`config.mk`:
```
export PLATFORM = sky130hd
export DESIGN_NAME = mem_range_sum_flat
export DESIGN_NICKNAME = d
export VERILOG_FILES = /design/src/rtl/mem_range_sum_if.sv /design/src/rtl/mem_range_sum.sv /design/src/flat_wrapper.sv
export SDC_FILE = /design/constraint.sdc
export NUM_CORES = 1
export LEC_CHECK = 0
export CORE_AREA = 8 8 136 138
export DETAILED_ROUTE_END_ITERATION = 8
export DIE_AREA = 0 0 144 146
export GPL_TIMING_DRIVEN = 1
export PLACE_DENSITY_LB_ADDON = 0.05
export SLEW_MARGIN = 20
export SYNTH_ARGS = -nofsm -noshare
export SYNTH_HDL_FRONTEND = slang
export SYNTH_SLANG_ARGS = --single-unit
export TNS_END_PERCENT = 5
```
`constraint.sdc`:
```
create_clock -name clk -period 3.3 [get_ports clk]
set_clock_uncertainty 0.2 [all_clocks]
set_input_delay 0.33 -clock clk [delete_from_list [all_inputs] [get_ports clk]]
set_output_delay 0.33 -clock clk [all_outputs]
set_load 0.05 [all_outputs]
```
`src/rtl/mem_range_sum_if.sv`:
```
// rtl/mem_range_sum_if.sv - request/ready handshake between the range sequencer and the 16 x 32-bit row memory
interface mem_range_sum_if;
  logic [3:0]  mem_row;
  logic        mem_valid;
  logic [31:0] mem_out;
  logic        mem_ready;

  modport master (output mem_row, output mem_valid, input mem_out, input mem_ready);
  modport slave  (input mem_row, input mem_valid, output mem_out, output mem_ready);
endinterface

```
`src/rtl/mem_range_sum.sv`:
```
// rtl/mem_range_sum.sv - wrapping row-range read sequencer and wide accumulator
// Optional macro MAX_TRACK_EN adds a running unsigned maximum of the words read.
module mem_range_sum #(
  parameter int TIMEOUT_CYCLES = 15,
  parameter int SUM_W          = 36
) (
  input  logic             clk,
  input  logic             reset,
  input  logic             start,
  input  logic [3:0]       start_row,
  input  logic [3:0]       end_row,
  output logic             busy,
  output logic             done,
  output logic             error,
  output logic [SUM_W-1:0] sum,
  output logic [31:0]      max_val,
  mem_range_sum_if.master  mem
);

  typedef enum logic [1:0] {S_IDLE, S_ISSUE, S_WAIT, S_DONE} state_t;

  state_t           r_state;
  logic             r_busy;
  logic             r_done;
  logic             r_error;
  logic [SUM_W-1:0] r_sum;
  logic [3:0]       r_row;
  logic             r_valid;
  logic [3:0]       r_rows_m1;
  logic [4:0]       r_cnt;
  logic [7:0]       r_tcnt;
  logic             r_ready_q;

  // Only a rising edge of ready counts, so a held level never completes a second row.
  logic             w_accept;
  logic             w_last;
  logic             w_expired;
  logic [SUM_W-1:0] w_word;

  assign w_accept  = mem.mem_ready & ~r_ready_q;
  assign w_last    = (r_cnt == {1'b0, r_rows_m1});
  assign w_expired = (r_tcnt == 8'(TIMEOUT_CYCLES - 1));
  assign w_word    = {{(SUM_W-32){1'b0}}, mem.mem_out};

`ifdef MAX_TRACK_EN
  logic [31:0] r_max;
  assign max_val = r_max;
`else
  assign max_val = '0;
`endif

  assign busy          = r_busy;
  assign done          = r_done;
  assign error         = r_error;
  assign sum           = r_sum;
  assign mem.mem_row   = r_row;
  assign mem.mem_valid = r_valid;

  always_ff @(posedge clk or posedge reset) begin
    if (reset) begin
      r_state   <= S_IDLE;
      r_busy    <= 1'b0;
      r_done    <= 1'b0;
      r_error   <= 1'b0;
      r_sum     <= '0;
      r_row     <= '0;
      r_valid   <= 1'b0;
      r_rows_m1 <= '0;
      r_cnt     <= '0;
      r_tcnt    <= '0;
      r_ready_q <= 1'b0;
`ifdef MAX_TRACK_EN
      r_max     <= '0;
`endif
    end else begin
      r_ready_q <= mem.mem_ready;
      r_valid   <= 1'b0;
      r_done    <= 1'b0;
      case (r_state)
        S_IDLE: begin
          if (start) begin
            // 4-bit subtraction wraps, giving (end - start) mod 16 directly.
            r_rows_m1 <= end_row - start_row;
            r_row     <= start_row;
            r_sum     <= '0;
            r_error   <= 1'b0;
            r_cnt     <= '0;
            r_busy    <= 1'b1;
            r_valid   <= 1'b1;
            r_state   <= S_ISSUE;
`ifdef MAX_TRACK_EN
            r_max     <= '0;
`endif
          end
        end
        S_ISSUE: begin
          r_tcnt  <= '0;
          r_state <= S_WAIT;
        end
        S_WAIT: begin
          if (w_accept) begin
            r_sum <= r_sum + w_word;
            r_cnt <= r_cnt + 5'd1;
`ifdef MAX_TRACK_EN
            if (mem.mem_out > r_max) r_max <= mem.mem_out;
`endif
            if (w_last) begin
              r_done  <= 1'b1;
              r_state <= S_DONE;
            end else begin
              r_row   <= r_row + 4'd1;
              r_valid <= 1'b1;
              r_state <= S_ISSUE;
            end
          end else if (w_expired) begin
            r_error <= 1'b1;
            r_done  <= 1'b1;
            r_state <= S_DONE;
          end else begin
            r_tcnt <= r_tcnt + 8'd1;
          end
        end
        S_DONE: begin
          r_busy  <= 1'b0;
          r_state <= S_IDLE;
        end
        default: r_state <= S_IDLE;
      endcase
    end
  end

endmodule
```
`src/flat_wrapper.sv`:
```
// flat-port wrapper written by rule: the top's interface ports become plain ports
module mem_range_sum_flat 
#(
  parameter int TIMEOUT_CYCLES = 15,
  parameter int SUM_W          = 36
)
  (clk, reset, start, start_row, end_row, busy, done, error, sum, max_val, mem_mem_row, mem_mem_valid, mem_mem_out, mem_mem_ready);
  mem_range_sum_if mem_i ();
  input  logic clk;
  input  logic reset;
  input  logic start;
  input  logic [3:0] start_row;
  input  logic [3:0] end_row;
  output logic busy;
  output logic done;
  output logic error;
  output logic [SUM_W-1:0] sum;
  output logic [31:0] max_val;
  output wire logic [$bits(mem_i.mem_row)-1:0] mem_mem_row;
  output wire logic [$bits(mem_i.mem_valid)-1:0] mem_mem_valid;
  input wire logic [$bits(mem_i.mem_out)-1:0] mem_mem_out;
  input wire logic [$bits(mem_i.mem_ready)-1:0] mem_mem_ready;
  assign mem_mem_row = mem_i.mem_row;
  assign mem_mem_valid = mem_i.mem_valid;
  assign mem_i.mem_out = mem_mem_out;
  assign mem_i.mem_ready = mem_mem_ready;
  mem_range_sum #(.TIMEOUT_CYCLES(TIMEOUT_CYCLES), .SUM_W(SUM_W)) u_core (.clk(clk), .reset(reset), .start(start), .start_row(start_row), .end_row(end_row), .busy(busy), .done(done), .error(error), .sum(sum), .max_val(max_val), .mem(mem_i));
endmodule
```
Word-level counts from Yosys, hierarchy flattened
Cells that the tools add are included.
W data, S select, Z words.
{"block": "word_totals", "wordCells": 73, "output_inout_bits": 76, "register_bits": 64, "inputBits": 44}
{"block": "op_classes", "reduce_logical": 11, "n_eq_ne": 12, "mux": 32, "add_sub_neg": 5, "n_bitwise": 2}
{"cell": "$mux W36", "n": 2}
{"cell": "$pmux W36 S2", "n": 1}
{"cell": "$add A36 B32 Y36", "n": 1}
{"cell": "$mux W8", "n": 2}
{"cell": "$pmux W8 S2", "n": 1}
{"cell": "$mux W4", "n": 3}
{"cell": "$mux W1", "n": 11}
{"cell": "$mux W5", "n": 2}
{"cell": "$pmux W5 S2", "n": 1}
{"cell": "$add A8 B1 Y8 const B", "n": 1}
{"cell": "$eq A8 B4 Y1 const B", "n": 1}
{"cell": "$mux W2", "n": 4}
{"cell": "$ne A2 B2 Y1 const B", "n": 4}
{"cell": "$pmux W2 S4", "n": 1}
{"cell": "$pmux W4 S2", "n": 1}
{"cell": "$reduce_and A4 Y1", "n": 2}
{"cell": "$pmux W1 S2", "n": 3}
{"cell": "$reduce_and A2 Y1", "n": 3}
{"cell": "$reduce_and A3 Y1", "n": 2}
{"cell": "$reduce_bool A2 Y1", "n": 3}
{"cell": "$add A5 B1 Y5 const B", "n": 1}
{"cell": "$eq A5 B4 Y1", "n": 1}
{"cell": "$add A4 B1 Y4 const B", "n": 1}
{"cell": "$eq A2 B2 Y1 const B", "n": 2}
{"cell": "other kinds (7)", "n": 8}

Logic depth before layout (Yosys ltp)
{"block": "depth", "depth_word": 4, "mapped_depth": 11, "mapped_depth_nobuf": 10}

Worst setup path before layout
Ideal clock, no wire load.
{"block": "synth_path", "kind": "reg-to-reg", "start": "register u_core.r_sum[0] (netlist: u_core.sum[0])", "end": "register u_core.r_sum[32] (netlist: u_core.sum[32])", "setup_ps": 132, "t_arrival_ps": 2760, "setup_slack_ps": 209, "path_stages_with_launch": 11, "synth_period_minus_slack_ps": 3091, "t_required_ps": 2968, "path_buffers": 0, "path_cell_list": "dfrtp_1 -> ha_1 -> fa_1 -> a21o_1 -> a221o_1 -> a21oi_2 -> o21ai_1 -> a41oi_2 -> a2bb2oi_1 -> xor2_1 -> nor2_1"}
{"block": "synth_between", "elab_chain_cells": 3}
{"element": "start: declaration", "line": "mem_range_sum.sv:26", "source": "logic [SUM_W-1:0] r_sum;"}
{"element": "start signal: assignment", "line": "mem_range_sum.sv:102", "source": "r_sum <= r_sum + w_word;"}
{"element": "$add A36 B32 Y36", "line": "mem_range_sum.sv:102"}
{"element": "$mux W36", "line": "mem_range_sum.sv:101", "source": "if (w_accept) begin"}
{"element": "$pmux W36 S2", "line": "mem_range_sum.sv:79", "source": "case (r_state)"}
Every way passes these cells. The select of a mux whose other input is x is not followed.
A chain may end at the register's enable or synchronous reset.

Final worst setup path
{"block": "layout_path", "start": "input mem_mem_out[0]", "end": "register u_core.r_sum[34] (netlist: u_core.sum[34])"}
{"block": "layout_between", "elab_chain_cells": 3}
{"element": "start: declaration", "line": "flat_wrapper.sv:21", "source": "input wire logic [$bits(mem_i.mem_out)-1:0] mem_mem_out;"}
{"element": "$add A36 B32 Y36", "line": "mem_range_sum.sv:102"}
{"element": "$mux W36", "line": "mem_range_sum.sv:101"}
{"element": "$pmux W36 S2", "line": "mem_range_sum.sv:79"}
Every way passes these cells. The select of a mux whose other input is x is not followed.

==> flow_summary.yaml <==
run_status:
  outcome: "complete, no violations"
logic_synthesis:
  avgSynthCellArea_um2: 8.75
  synth-edff-count: 0
  ys_seq_area_share_pct: 33.2
  synth_seq_cells: 64
  yosys-top-cells-area: "dfrtp_1 33%, ha_1 11%, a21oi_1 5.3%"
  synth.top_cell.area_share_pct: 33.2
  syn_inst: 552
  synth_top_cell_by_area: "dfrtp_1"
  async_flop_share_pct: 100
  synth_ff_type: "dfrtp_1"
  synth_area_um2: 4830
  synth_warnings: 0
  ys_types: 54
floorplanning:
  fp.dieArea_um2: 21000
  initial_core_util_pct: 29.7
  rows: 47
  dieWidth_um: 144
  core_area_um2: 16300
  ios: 120
  dieHeight_um: 146
worst_hold_path:
  hold_path.startpoint: "mem_mem_ready"
  hold_class: "primary input to flop"
  hold_path_end: "u_core.r_ready_q"
  hold_depth: 1
clock_tree:
  clk_pin_slew_ns: 0.05
  cts_resized: 0
  clock_latency_ns: 0.34
  clk_path_buf_depth: 2
  cts.sinks: 64
  holdBufCountCts: 0
  clock-root-buffer: "clkbuf_16"
  htree_num_levels: 3
  cts_setup_buffers: 0
  cts_made_buffers: 9
  cts_tree: "done"
setup_path:
  worstReg2RegEnd: "u_core.sum[34]"
  critical_path_class: "primary input to flop"
  end_kind: "flop"
  r2r_cells: 10
  arrival_ns: 3.14
  cpLargestDelayFamily: "compound AO/OA/AOI/OAI gates"
  cp_slowest_stage_delay_ns: 0.46
  cp-start-kind: "primary input"
  path_buf_inv: 1
  reg2reg_slack_ns: 0.31
  cp_slowest_cell: "clkdlybuf4s50_1"
  cp_cell_sequence: "clkdlybuf4s50_1, ha_1, fa_1, a21o_1, a221o_1, a21oi_2, o21ai_1, a41oi_2, a2bb2oi_1, o21ai_0, a21oi_1"
  crit_required_ns: 3.36
  critPathMaxFanout: 3
  timing.rr.start: "u_core.sum[0]"
place:
  hpwl_um: 10800
  placed_area_um2: 5980
  port_buffers: 87
  finalWeightedCongestion: 0.797
  dpl_worst_slack_ns: -0.134
  dp_cells: 865
drt:
  wirelength_um: 14200
  wl_per_cell_um: 16.1
  drc: 0
  initialDrtViolationCount: 141
  first_pass_iters: 4
  vias_per_cell: 4.81
  dr_total_vias: 4234
  ant_nets: 0
power_and_ir_drop:
  max-vdd-ir-drop_mv: 0.434
  p_clk_share_pct: 19.3
  switching_share_pct: 46.8
  p_switching_mw: 2.57
  powerDensity_nw_per_um2: 869
  p_int_mw: 2.91
  power_frac_comb_pct: 58.2
  cellLeakagePower_nw: 2.91
  power.share.sequential_pct: 22.5
timing:
  worst_slack_ns: 0.221
  rsz0062_at_grt: "no"
  slew_violations: 0
  hold_viol_final: 0
  worst_slew_pin_slew_ns: 0.879
  fin_crit_sh_pct: 93.3
  setup_violations: 0
  max_freq_mhz: 325
  finalCriticalPeriod_ns: 3.08
  relSlewSlack_pct: 41.4
cells_and_area:
  fin_area_um2: 6310
  n_antenna_cell: 0
  instances_no_fill: 880
  fillCellCount: 1743
  layout_commonest_cell: "clkdlybuf4s50_1"
  multi_input_area_um2: 2940
  regArea_um2: 1600
  final_util_pct: 38.7
  syn2layout_area_growth_pct: 30.5
  fin_nets: 744
  layout-drive-gt1-share_pct: 8.18
  mostFrequentLayoutCells: "87 x clkdlybuf4s50_1, 64 x dfrtp_1, 62 x nand2_1, 51 x a21oi_1, 42 x ha_1"
global_routing:
  grt_max_degree: 65
  globalRoute.totalOverflow: 0
  grt_pass1_vias: 4532
  grt_first_pass_wirelength_um: 23300
  antenna_found_initial: 0
  grt_util_all_layers_pct: 14.0
flow_run:
  cap_violations: 0
final cells by class:
class / instances / area share [%]
clock buffers: 12 / 4.07
clock inverters: 3 / 1.03
inverters: 18 / 1.07
multi-input cells: 446 / 46.7
flip-flops and latches: 64 / 25.4
well taps: 220 / 4.37
repair buffers: 117 / 17.4
synthesized netlist by cell type (5+ instances only):
library cell and n:
inv_1 18, nor2b_1 5, ha_1 42, a21oi_1 51, xnor2_1 23, and3_1 5
nand3_1 11, nand2b_1 6, nand2_1 62, nor3_1 5, a31oi_1 5, buf_4 32
clkbuf_1 20, o31ai_1 6, a22o_1 29, o21bai_1 7, nand4_1 12, dfrtp_1 64
a21o_1 13, nor2_1 31, o21ai_0 36, xor2_1 18
worst register-to-register path: cells and delay by family (launching register included):
family | cells | cell delay, ns
adders and majority gates | 2 | 0.60
AOI/OAI and AO/OA | 8 | 1.71
DFF | 1 | 0.40
sequential cells by signal, indices dropped and copies added (netlist names):
name	flops
u_core.r_rows_m1	4
u_core.r_state	2
u_core.error	1
u_core.busy	1
u_core.done	1
u_core.r_cnt	5
u_core.mem.mem_row	4
u_core.mem.mem_valid	1
u_core.r_tcnt	8
u_core.r_ready_q	1
u_core.sum	36
worst max-delay path by stage:
stage,startpoint,slack [ns],endpoint,cells after the start
after floorplan,u_core.sum[0],0.21,u_core.sum[32],10
after global placement,mem_mem_out[0],-0.09,u_core.sum[32],11
after detailed placement,mem_mem_out[0],-0.13,u_core.sum[34],11
after CTS,mem_mem_out[0],0.22,u_core.sum[34],11
after global routing,mem_mem_out[0],0.05,u_core.sum[34],11
final,mem_mem_out[0],0.22,u_core.sum[34],11
per-stage QoR:
stage	total power, mW	setup TNS [ns]	hold WS (ns)
floorplan	3.46	0	0.161
global placement	4.47	-0.218	0.298
detailed placement	4.47	-0.470	0.310
CTS	5.56	0	0.272
global route	5.90	0	0.276
finish	5.48	0	0.286
cell families after synthesis:
group           after synthesis  synth area share, %
compound gates              176                 24.0
simple gates                150                 14.7
buf+inv                      73                 8.37
flops                        64                 33.2
fa+ha+maj                    44                 11.7
xor+xnor                     41                 7.43
mux                           3                0.622
other cells                   1               0.0776
per-layer routing:
layer	vias up	GRT usage [%]	part of all wire, %
li1	2135	-	-
met1	2013	15.7	43
met2	74	24.5	50
met3	12	4.20	5.8
met4	0	4.47	1.3
met5	-	0	0
power by group through the flow:
stage / Clock, mW / Sequential, mW / Combinational, mW
after floorplan: 0 / 1.78 / 1.68
after CTS: 1.09 / 1.24 / 3.23
final: 1.06 / 1.23 / 3.19
after global routing: 1.12 / 1.27 / 3.51
after global placement: 0 / 1.25 / 3.22
after detailed placement: 0 / 1.24 / 3.22
Power figures use the tool's default switching activity.
